File: src/rtl/pri_decoder_seq.sv
// pri_decoder_seq
//   Sequential 2-to-4 decoder: accepts a 2-bit code through a valid/ready
//   handshake, drives the registered one-hot decode for HOLD_CYCLES cycles,
//   then pulses done for one cycle while the outputs are cleared (GAP) before
//   returning to IDLE.
//
//   Parameters:
//     HOLD_CYCLES  cycles the one-hot output is held per code (1..255)
//     CNT_W        hold counter width, 2**CNT_W > HOLD_CYCLES
//   Ports:
//     clk          rising-edge clock
//     rst_n        asynchronous active-low reset
//     in_valid     y carries a code
//     in_ready     block can accept a code this cycle (state == IDLE)
//     y            encoded index, 00 -> bit0 ... 11 -> bit3
//     out_onehot   registered one-hot decode, 0000 when not holding
//     out_valid    out_onehot is driving a decoded code
//     done         one-cycle pulse when a hold completes
//     drop_cnt     saturating count of cycles with in_valid=1, in_ready=0
//
//   Build option:
//     PRIDEC_DROPCNT_EN  defined: drop counter implemented;
//                        undefined: drop_cnt tied to 8'd0.
module pri_decoder_seq #(
    parameter int unsigned HOLD_CYCLES = 4,
    parameter int unsigned CNT_W       = 8
) (
    input  logic       clk,
    input  logic       rst_n,
    input  logic       in_valid,
    output logic       in_ready,
    input  logic [1:0] y,
    output logic [3:0] out_onehot,
    output logic       out_valid,
    output logic       done,
    output logic [7:0] drop_cnt
);

    typedef enum logic [1:0] {
        IDLE = 2'd0,
        HOLD = 2'd1,
        GAP  = 2'd2
    } state_t;

    state_t           state_q, state_d;
    logic [CNT_W-1:0] cnt_q, cnt_d;
    logic [3:0]       onehot_q, onehot_d;
    logic             valid_q, valid_d;
    logic             done_q, done_d;

    // Moore ready: depends on state only, never on in_valid.
    assign in_ready   = (state_q == IDLE);
    assign out_onehot = onehot_q;
    assign out_valid  = valid_q;
    assign done       = done_q;

    always_comb begin
        state_d  = state_q;
        cnt_d    = cnt_q;
        onehot_d = onehot_q;
        valid_d  = valid_q;
        done_d   = 1'b0;
        case (state_q)
            IDLE: begin
                onehot_d = '0;
                valid_d  = 1'b0;
                if (in_valid) begin
                    onehot_d = 4'b0001 << y;
                    valid_d  = 1'b1;
                    cnt_d    = CNT_W'(HOLD_CYCLES - 1);
                    state_d  = HOLD;
                end
            end
            HOLD: begin
                if (cnt_q != '0) begin
                    cnt_d = cnt_q - CNT_W'(1);
                end else begin
                    onehot_d = '0;
                    valid_d  = 1'b0;
                    done_d   = 1'b1;
                    state_d  = GAP;
                end
            end
            GAP: begin
                onehot_d = '0;
                valid_d  = 1'b0;
                state_d  = IDLE;
            end
            default: begin
                onehot_d = '0;
                valid_d  = 1'b0;
                cnt_d    = '0;
                state_d  = IDLE;
            end
        endcase
    end

    always_ff @(posedge clk or negedge rst_n) begin
        if (!rst_n) begin
            state_q  <= IDLE;
            cnt_q    <= '0;
            onehot_q <= '0;
            valid_q  <= 1'b0;
            done_q   <= 1'b0;
        end else begin
            state_q  <= state_d;
            cnt_q    <= cnt_d;
            onehot_q <= onehot_d;
            valid_q  <= valid_d;
            done_q   <= done_d;
        end
    end

`ifdef PRIDEC_DROPCNT_EN
    logic [7:0] drop_q, drop_d;

    always_comb begin
        drop_d = drop_q;
        if (in_valid && !in_ready && (drop_q != 8'hFF)) begin
            drop_d = drop_q + 8'd1;
        end
    end

    always_ff @(posedge clk or negedge rst_n) begin
        if (!rst_n) begin
            drop_q <= '0;
        end else begin
            drop_q <= drop_d;
        end
    end

    assign drop_cnt = drop_q;
`else
    assign drop_cnt = 8'd0;
`endif

endmodule
File: config.mk
export PLATFORM = sky130hd
export DESIGN_NAME = pri_decoder_seq
export DESIGN_NICKNAME = d
export VERILOG_FILES = /design/src/rtl/pri_decoder_seq.sv
export SDC_FILE = /design/constraint.sdc
export NUM_CORES = 1
export LEC_CHECK = 0
export ABC_CLOCK_PERIOD_IN_PS = 2500
export CAP_MARGIN = 40
export CORE_AREA = 2 2 50 52
export CTS_CLUSTER_DIAMETER = 80
export DETAILED_ROUTE_END_ITERATION = 6
export DIE_AREA = 0 0 52 54
export PLACE_DENSITY = 0.67
export SLEW_MARGIN = 25
export SYNTH_ARGS = -nofsm -noshare
export SYNTH_HDL_FRONTEND = slang
export SYNTH_SLANG_ARGS = --single-unit
File: constraint.sdc
create_clock -name clk -period 2.5 [get_ports clk]
set_input_delay 0.25 -clock clk [delete_from_list [all_inputs] [get_ports clk]]
set_output_delay 0.25 -clock clk [all_outputs]
set_load 0.01 [all_outputs]
Yosys cells after proc, flatten, opt, wreduce, memory -nomap -nowiden
Index checks and enable logic that the tools add are counted.
Cells by class
  add/sub/neg operators: 1
  equal/unequal tests: 5
  shifts and indexed selects: 1
  mux-type cells: 14
  bitwise gates (word level): 1
  reduce and logical (&&, ||, !) cells: 4
Operators by type and width (number)
  one-hot mux 8 bit (3 select lines): 1
  two-way mux 8 bit: 2
  two-way mux 4 bit: 2
  one-hot mux 4 bit (2 select lines): 1
  nonzero test 8 bit: 1
  subtractor 8 x 1 -> 8 bit, second input constant: 1
  != test 2 bit, second input constant: 3
  two-way mux 1 bit: 4
  two-way mux 2 bit: 2
  one-hot mux 2 bit (2 select lines): 1
  left shift 1 x 2 -> 4 bit, first input constant: 1
  AND reduction 3 bit: 1
  == test 2 x 1 -> 1 bit, second input constant: 1
  == test 2 bit, second input constant: 1
  logical NOT 2 bit: 1
  one-hot mux 1 bit (2 select lines): 1
  AND reduction 2 bit: 1
  inverter 1 bit: 1
Storage, ports and cells
  flip-flop bits (word level): 16
  bits of input ports: 5
  output and inout port bits: 15
  logic and storage cells: 31

Longest topological paths before layout
  depth after elaboration: 3
  mapped depth: 6
  depth with buffers taken out: 5

Least setup slack after synthesis
No wires, ideal clock.
  path type: reg-to-reg
  start: register cnt_q[0]
  end: register cnt_q[3]
  library setup time: 0.079 ns
  data arrival time: 1.415 ns
  data required time: 2.421 ns
  path slack: 1.005 ns
  cell stages (with the launch flop): 6
  buffers on the path: 0
  clock period less this slack: 1.495 ns
  cell sequence: dfrtp_1 > inv_1 > ha_1 > nor4b_4 > a2111oi_1 > mux2i_1
On the way
  longest elaborated chain between the ends: 3
  elaborated cells between the ends (all ways): 6
  classes of those cells: add/sub (1); eq/ne (1); mux (2); reduce/logical (2)
RTL lines
  from (decl): line 46  | logic [CNT_W-1:0] cnt_q, cnt_d;
  from (signal assigned): line 107  | cnt_q <= cnt_d;
  subtractor 8 x 1 -> 8 bit / nonzero test 8 bit (equally long branches): line 76, 75
  two-way mux 8 bit / != test 2 bit (equally long branches)
  one-hot mux 8 bit (3 select lines) / AND reduction 3 bit (equally long branches)
Several ways; a longest one is shown, not always the timed one. The select of a mux whose other input is x is not followed.
A chain may end at the register's enable or synchronous reset.

Final worst setup path
  start: register state_q[0]
  end: output in_ready
On the way
  longest elaborated chain between the ends: 1
RTL lines
  from (decl): line 45  | state_t state_q, state_d;
  from (signal assigned): line 106  | state_q <= state_d;
  logical NOT 2 bit: line 52  | assign in_ready = (state_q == IDLE);
  to (decl): line 31  | output logic in_ready,
No other way between the ends.

==> impl_metrics.env <==
export IMPL_p_leak_nw=0.496
export IMPL_ys_seq_area_share_pct=40.6
export IMPL_syn_cell_area_sq_um=986
export IMPL_gr_usage_all_layers_pct=14.2
export IMPL_finalSetupViolations=0
export IMPL_synth_avg_cell_area_sq_um=10.7
export IMPL_tns_ns=0
export IMPL_min_path_type="primary input to asynchronous set/reset pin"
export IMPL_final_hold_viol_count=0
export IMPL_period_minus_slack_ns=1.70
export IMPL_cts_sinks=16
export IMPL_async_flop_share_pct=100
export IMPL_synth_edf_count=0
export IMPL_ys_flop_type="dfrtp_1"
export IMPL_finalMaxSlewViolations=0
export IMPL_worst_ep_arrival_time_ns=1.45
export IMPL_hpwlAfterDp_um=1280
export IMPL_grt_pass1_vias=637
export IMPL_path_cells="nor2_1, clkdlybuf4s50_1"
export IMPL_whs_ns=0.247
export IMPL_hold_buffers=0
export IMPL_dieArea_sq_mm=0.00281
export IMPL_period_share_pct=68.1
export IMPL_ys_warn_count=0
export IMPL_skew_ns=0.00288
export IMPL_critPathMaxStageDelay_ns=0.54
export IMPL_drt_initial_drc_count=5
export IMPL_maxCapViolCount=0
export IMPL_clock_latency_ns=0.28
export IMPL_status="finished clean"
export IMPL_overflow=0
export IMPL_ant_nets=0
export IMPL_gp_congestion=0.758
export IMPL_post_cts_buffers=0
export IMPL_r2r_cells=5
export IMPL_critPathCaptureType="primary output"
export IMPL_clk_pin_slew_worst_paths_ns=0.10
export IMPL_r2r_start="cnt_q[1]"
export IMPL_drive_gt1_share_pct=18.6
export IMPL_dr_pass1_iters=4
export IMPL_grtUsageMet2_pct=24.1
export IMPL_worstMarginPinSlew_ns=0.518
export IMPL_worstPathRequired_ns=2.25
export IMPL_cts_root_buffer_cell="clkbuf_4"
export IMPL_cts_htree_levels=1
export IMPL_fp_coreArea_sq_mm=0.00232
export IMPL_clk_path_buf_depth=2
export IMPL_crit_type="register to primary output"
export IMPL_wire_per_inst_um=13.4
export IMPL_antenna_found_initial=0
export IMPL_final_nets=110
export IMPL_syn_inst=92
export IMPL_ys_ff_latch=16
export IMPL_place_area_sq_mm=0.00107
export IMPL_grtUsageMet1_pct=17.7
export IMPL_r2r_slack_ns=0.84
export IMPL_area_growth_syn_to_layout_pct=13.5
export IMPL_relSlewSlack_pct=65.3
export IMPL_routed_via_density=5.20
export IMPL_fill_cells=214
export IMPL_num_rows=18
export IMPL_layout_setup_ws_ns=0.799
export IMPL_p_per_area_mw_per_mm2=1120
export IMPL_cp_top_family="buffers and inverters"
export IMPL_ios=20
export IMPL_cts_tree="built"
export IMPL_synth_cell_types=42
export IMPL_fin_area_sq_mm=0.00112
export IMPL_die_w_um=52
export IMPL_dp_worst_setup_slack_ns=0.788
export IMPL_grt_max_degree=17
export IMPL_crit_path_start_kind="register"
export IMPL_port_buffers=11
export IMPL_clock_fmax_ghz=0.588
export IMPL_n_antenna_cell=0
export IMPL_dieHeight_um=54
export IMPL_grt_use_met3_pct=1.67
export IMPL_irDropWorstVdd_uv=521
export IMPL_grt_pass1_wl_um=2860
export IMPL_drt_wl_total_um=1770
export IMPL_rsz0062_at_grt="no"
export IMPL_regToRegEndpoint="cnt_q[3]"
export IMPL_cts_resized=0
export IMPL_numCtsBuffers=3
export IMPL_crit_fanout=10
export IMPL_crit_slowest_cell="clkdlybuf4s50_1"
export IMPL_grt_busiest_layer="met2"
export IMPL_post_route_drc_count=0
export IMPL_via_count=687
export IMPL_start_util_pct=42.5
export IMPL_cp_num_buf_inv=1
[layout make-up]
| type | count | area, sq um | share of cell area, % |
|---|---|---|---|
| Multi-Input combinational cell | 66 | 504 | 45.1 |
| Sequential cell | 16 | 400 | 35.8 |
| Timing Repair Buffer | 13 | 129 | 11.5 |
| Tap cell | 30 | 37.5 | 3.36 |
| Clock buffer | 4 | 36.3 | 3.24 |
| Inverter | 3 | 11.3 | 1.01 |
[power by group]
| part | internal (mW) | switching [mW] |
|---|---|---|
| Combinational | 0.320 | 0.305 |
| Clock | 0.0885 | 0.0840 |
| Sequential | 0.352 | 0.106 |
[kinds of logic after synthesis]
family | Yosys count | share of synthesized area, %
and+or+nand+nor | 34 | 25.6
buffers and inverters | 17 | 10.9
AOI/OAI and AO/OA | 16 | 13.8
DFF | 16 | 40.6
muxes | 6 | 6.09
adders and majority gates | 2 | 2.54
other | 1 | 0.380
[per-stage QoR]
stage          total power [mW]  utilization [%]  cells
3_5_place_dp               1.09             46.2    127
2_1_floorplan             0.922                -     99
6_report                   1.26             48.2    132
5_1_grt                    1.35             48.2    132
4_1_cts                    1.26             47.7    131
3_3_place_gp               1.07             46.2    127
[cell usage in the layout (no fill, tap or decap), types with 3 or more instances in the layout]
cell type,instances
dfrtp_1,16
clkdlybuf4s50_1,11
conb_1,8
nand3_1,6
nand3b_1,6
mux2i_1,6
inv_1,3
nand2_1,3
clkbuf_4,3
[synth_stat cells, types with 2 or more instances]
master | n | area [sq um]
buf_4 | 9 | 67.6
dfrtp_1 | 16 | 400
a21o_1 | 2 | 15.0
buf_2 | 2 | 10.0
nor2_1 | 2 | 7.51
nor3b_1 | 2 | 15.0
o21ai_0 | 2 | 10.0
a211oi_2 | 2 | 25.0
nand2_1 | 3 | 11.3
ha_1 | 2 | 25.0
nand3_1 | 6 | 30.0
and3_2 | 2 | 15.0
mux2i_1 | 6 | 60.1
inv_1 | 3 | 11.3
nand3b_1 | 6 | 45.0
[flip-flops by register name, indices dropped and copies added, names as in the netlist]
register,cells
cnt_q,8
out_onehot,4
state_q,2
done,1
out_valid,1
[worst max-delay path by stage]
stage / startpoint / to / slack (ns) / cells past startpoint
5_1_grt: state_q[0] / in_ready / 0.72 / 2
6_report: state_q[0] / in_ready / 0.80 / 2
3_3_place_gp: in_valid / out_onehot[0] / 0.81 / 4
4_1_cts: state_q[0] / in_ready / 0.78 / 2
3_5_place_dp: in_valid / out_onehot[0] / 0.79 / 4
2_1_floorplan: cnt_q[0] / cnt_q[3] / 1.01 / 5
[layer usage]
layer | wire length (um) | vias up
li1 | - | 340
met2 | 858 | 7
met3 | 29 | 2
met4 | 19 | 0
met5 | 0 | -
met1 | 864 | 338
Note: power is estimated with default switching activity, not from simulation.
